### src/rtl/fetch_pkg.sv
// fetch_pkg: fetch FSM states, queue entry layout {pc, instr} and INSTR_W shared by fetch_unit and its bench
package fetch_pkg;
  localparam int INSTR_W = 32;
  localparam int PC_W = 64;
  typedef enum logic [1:0] {RUN, WAIT, DRAIN, HALT} state_t;
  typedef struct packed {
    logic [PC_W-1:0]    pc;
    logic [INSTR_W-1:0] instr;
  } entry_t;
endpackage

### src/rtl/fetch_fifo.sv
// fetch_fifo: flushable instruction queue; ports clk/reset_n, push/din, pop/dout(head), flush, count
module fetch_fifo #(
  parameter int W = 96,
  parameter int DEPTH = 4
) (
  input  logic                     clk,
  input  logic                     reset_n,
  input  logic                     push,
  input  logic                     pop,
  input  logic                     flush,
  input  logic [W-1:0]             din,
  output logic [W-1:0]             dout,
  output logic [$clog2(DEPTH):0]   count
);
  localparam int AW = $clog2(DEPTH);
  localparam int CW = AW + 1;
  logic [W-1:0] mem [DEPTH];
  logic [AW-1:0] rd, wr;
  logic do_push, do_pop;
  assign do_pop = pop && count != '0;
  assign do_push = push && (count != CW'(DEPTH) || do_pop);
  assign dout = mem[rd];
  always_ff @(posedge clk or negedge reset_n)
    if (!reset_n) begin
      rd <= '0;
      wr <= '0;
      count <= '0;
      for (int i = 0; i < DEPTH; i++) mem[i] <= '0;
    end else if (flush) begin
      rd <= '0;
      wr <= '0;
      count <= '0;
    end else begin
      if (do_push) mem[wr] <= din;
      if (do_push) wr <= wr + AW'(1);
      if (do_pop) rd <= rd + AW'(1);
      count <= count + CW'(do_push) - CW'(do_pop);
    end
endmodule

### src/rtl/fetch_unit.sv
// fetch_unit: single-outstanding instruction fetcher; ports clk/reset_n, imem_req/addr/gnt/rvalid/rdata, redirect_valid/pc, out_valid/ready/pc/instr, misalign
module fetch_unit
  import fetch_pkg::*;
#(
  parameter int             XLEN = 64,
  parameter logic [XLEN-1:0] RESET_PC = '0,
  parameter int             QDEPTH = 4
) (
  input  logic               clk,
  input  logic               reset_n,
  output logic               imem_req,
  output logic [XLEN-1:0]    imem_addr,
  input  logic               imem_gnt,
  input  logic               imem_rvalid,
  input  logic [INSTR_W-1:0] imem_rdata,
  input  logic               redirect_valid,
  input  logic [XLEN-1:0]    redirect_pc,
  output logic               out_valid,
  input  logic               out_ready,
  output logic [XLEN-1:0]    out_pc,
  output logic [INSTR_W-1:0] out_instr,
  output logic               misalign
);
  localparam int CW = $clog2(QDEPTH) + 1;
  state_t state, state_n;
  logic [XLEN-1:0] pc, pc_n, addr_q;
  logic pend, pend_n, misalign_n, req_n, gnt_fire, push, pop;
  logic [CW-1:0] count, count_n;
  entry_t din, head;
  assign gnt_fire = imem_req && imem_gnt;
  assign push = imem_rvalid && pend && state == WAIT && !redirect_valid;
  assign pop = out_valid && out_ready;
  assign out_valid = count != '0;
  assign imem_addr = pc;
  assign din = '{pc: PC_W'(addr_q), instr: imem_rdata};
  assign out_pc = XLEN'(head.pc);
  assign out_instr = head.instr;
  always_comb begin
    pend_n = gnt_fire || (pend && !imem_rvalid);
    misalign_n = redirect_valid ? redirect_pc[1:0] != 2'b00 : misalign;
    pc_n = redirect_valid ? redirect_pc : gnt_fire ? pc + XLEN'(4) : pc;
    count_n = redirect_valid ? '0 : count + CW'(push) - CW'(pop);
    state_n = misalign_n ? HALT : !pend_n ? RUN : (redirect_valid || state == DRAIN) ? DRAIN : WAIT;
    req_n = state_n == RUN && count_n < CW'(QDEPTH);
  end
  always_ff @(posedge clk or negedge reset_n)
    if (!reset_n) begin
      state <= RUN;
      pc <= RESET_PC;
      addr_q <= '0;
      pend <= 1'b0;
      misalign <= 1'b0;
      imem_req <= 1'b0;
    end else begin
      state <= state_n;
      pc <= pc_n;
      pend <= pend_n;
      misalign <= misalign_n;
      imem_req <= req_n;
      if (gnt_fire) addr_q <= pc;
    end
  fetch_fifo #(.W($bits(entry_t)), .DEPTH(QDEPTH)) u_fifo (
    .clk(clk),
    .reset_n(reset_n),
    .push(push),
    .pop(pop),
    .flush(redirect_valid),
    .din(din),
    .dout(head),
    .count(count)
  );
endmodule

### config.mk
export PLATFORM = sky130hd
export DESIGN_NAME = fetch_unit
export DESIGN_NICKNAME = d
export VERILOG_FILES = /design/src/rtl/fetch_pkg.sv /design/src/rtl/fetch_fifo.sv /design/src/rtl/fetch_unit.sv
export SDC_FILE = /design/constraint.sdc
export NUM_CORES = 1
export LEC_CHECK = 0
export CORE_MARGIN = 2
export CORE_UTILIZATION = 59
export CTS_BUF_LIST = sky130_fd_sc_hd__clkbuf_8
export DETAILED_ROUTE_END_ITERATION = 8
export PLACE_DENSITY = 0.86
export SYNTH_ARGS = -nofsm -noshare
export SYNTH_HDL_FRONTEND = slang
export SYNTH_HIERARCHICAL = 1
export SYNTH_SLANG_ARGS = --single-unit
### constraint.sdc
create_clock -name clk -period 3.4 [get_ports clk]
set_input_delay 1.02 -clock clk [delete_from_list [all_inputs] [get_ports clk]]
set_output_delay 1.02 -clock clk [all_outputs]
set_load 0.005 [all_outputs]
==> impl_metrics.toml <==
[final_layout]
final_common_cell = "dfrtp_1"
layout_common_cells = "dfrtp_1 (522), mux2_2 (288), clkdlybuf4s50_1 (174)"
fin_area_um2 = 30410
multi_input_area_um2 = 10460
seqCellArea_um2 = 13120
drive_gt1_frac = 0.4174
nFillCells = 2385
areaGrowthSynthToFinish_pct = 25.95
nets = 2114

[critical_path]
path_cells = "buf_12 > buf_12 > buf_4 > buf_12 > mux4_2 > clkdlybuf4s15_1"
path_class = "reg -> out"
regToRegSetupSlack_ns = 0.42
crit_required_ns = 2.38
path_max_fanout = 10
cpPeakStageDelay_ns = 0.49
cp_slowest_cell = "dfrtp_4"
critPathCaptureType = "output pin"
worst_setup_path_start_kind = "register"
crit_path_frequent_cell = "buf_12"
arrival_ns = 2.33

[global_route]
grt_max_degree = 135
grt.overflow.total = 0
grt_pass1_wl_um = 98450
grtUsageTotal = 0.3042
grt_pass1_vias = 17140
antenna_found_initial = 2

[timing]
setup_viol = 0
hold_violations = 0
post-route-period-util = 0.9861
fin_crit_ns = 3.353
tightestPinTransition_ns = 0.7039
rsz0062_at_grt = "yes"
fin_skew_ns = 0.02747
fin_tns_setup_ns = 0
fmax_mhz = 298.3
slew_headroom = 0.5271
drv_slew = 0

[routing]
wire_per_inst_um = 24.61
ant_nets = 0
drc = 0
drt-vias-per-instance = 6.132
drt_iter0_markers = 1365
vias = 15920
drtPass1Iterations = 6
routed_wirelength_um = 63920

[place]
place_area_um2 = 28400
gp_congestion = 0.8827
dp_hpwl_um = 42200
io_buffers = 264

[cts]
insertion_delay_ns = 0.63
htreeDepth = 3
cts_buffer_depth = 3
cts_buffers = 84
clock-root-buffer = "clkbuf_8"
path_clk_slew_ns = 0.06
cts_tree = "yes"
clkSinkCount = 524
hold_buffers = 0

[power]
combPwrFrac = 0.118
vdd_drop_max_mv = 0.2736
leakagePower_nw = 14.21
power_frac_clock = 0.374
p_int_w = 0.01067
cellPowerDensity_nw_per_um2 = 475.8
switching_share = 0.2625
pwr-share-seq = 0.508
p_sw_w = 0.003798
p_total_w = 0.01447

[floorplanning]
die-area_um2 = 42550
rows = 74
chipWidth_um = 206.3
dieHeight_um = 206.3
io_pins = 265
start_util = 0.5939
core_um2 = 40650

[run]
cap_violations = 0

[synthesis]
synth-edff-count = 0
synthCells = 1601
async_flop_share = 1.000
yosysSeqAreaShare = 0.5431
synth_nets = 1713
synth_cell_type_count = 55
ys_warn_count = 6
ys_ff_latch = 524
netlist.area_leader.share = 0.5431
avgSynthCellArea_um2 = 15.08
syn-cell-area_um2 = 24140
synth_area_leaders = "dfrtp_1 (54%), mux2_2 (13%), mux2_4 (10%)"
synth_top_flop_cell = "dfrtp_1"
synth_area_leader_cell = "dfrtp_1"

[status]
outcome = "finished, final reports clean"

[min_path]
hold_class = "in -> async"
[power groups by stage]
stage / Sequential [W] / Clock, W / Combinational [W]
6_report: 0.00735 / 0.00541 / 0.00171
4_1_cts: 0.00733 / 0.00549 / 0.00173
3_3_place_gp: 0.00736 / 0 / 0.00174
5_1_grt: 0.00741 / 0.00581 / 0.00183
3_5_place_dp: 0.00743 / 0 / 0.00179
2_1_floorplan: 0.00720 / 0 / 0.000827
[synth_stat cells, types with 13 or more instances]
master and count:
mux2_2 288, mux2_4 160, clkbuf_1 32, buf_2 39, nand4_1 35, mux4_2 96, nor4_1 17, inv_1 19
xnor2_1 20, nor3_1 26, xor2_1 20, nand3_1 31, nand2_1 72, dfrtp_1 524, o21ai_0 45, buf_6 20
nor2_1 30, nor2b_1 13
[state kept, by name, summed over array words and instances (netlist names)]
| name | count |
|---|---|
| u_fifo/mem | 384 |
| addr_q | 64 |
| imem_addr | 64 |
| u_fifo/count | 3 |
| state | 2 |
| u_fifo/rd | 2 |
| u_fifo/wr | 2 |
| imem_req | 1 |
| misalign | 1 |
| pend | 1 |
[stage by stage]
stage	util	std cells	hold WS, ns	worst slack [ns]
6_report	0.7481	2597	0.3596	0.04731
5_1_grt	0.7480	2596	0.3634	-0.01546
4_1_cts	0.7448	2574	0.3351	-0.1763
3_5_place_dp	0.6988	2410	0.4883	-0.1958
3_3_place_gp	0.6988	2410	0.4829	-0.1710
2_1_floorplan	-	1601	0.4751	0.1878
[worst max-delay path, delay by kind of cell, from the launching register on]
family,cells,cell delay [ns]
buffers and inverters,5,0.80
muxes,1,0.42
DFF,1,0.49
[cells by family after synthesis]
group	Yosys count	synth area share
AOI/OAI and AO/OA	86	0.02244
xor gates and xnor gates	40	0.01451
adders and majority gates	10	0.005494
buffers and inverters	115	0.02628
DFF	524	0.5431
muxes	551	0.3263
and+or+nand+nor	275	0.06183
[timing repair]
item,in CTS,in global routing
setup endpoints to repair,92,52
gates cloned,3,0
pin swaps,0,0
buffers inserted,14,21
gates resized for setup,93,80
endpoints found under the hold margin,0,0
[final timing paths]
check / end / depth (start not counted) / from
setup / recovery: out_instr[30] / 6 / u_fifo/rd[0]
hold / removal: u_fifo/mem[289] / 1 / reset_n
setup reg to reg: u_fifo/count[2] / 12 / u_fifo/count[1]
hold reg to reg: u_fifo/mem[213] / 1 / u_fifo/mem[213]
max in group asynchronous: addr_q[0] / 3 / reset_n
min in group clk: u_fifo/mem[213] / 1 / u_fifo/mem[213]
[area by class of cell]
cell class,instances,area share
sequential,524,0.4315
multi-input combinational,962,0.3441
timing repair buffer,410,0.1445
clock buffer,109,0.04934
tap,532,0.02189
clock inverter,38,0.006090
inverter,20,0.002469
antenna,2,0.0001646
[per-layer routing]
metal,vias up,GRT usage,share of wire,routed length [µm]
li1,6748,-,-,-
met1,8275,0.4110,0.41,26070
met2,704,0.4787,0.48,30420
met3,197,0.07048,0.077,4946
met4,0,0.1263,0.039,2485
met5,-,0,0,0
Note: power is estimated with default switching activity, not from simulation.
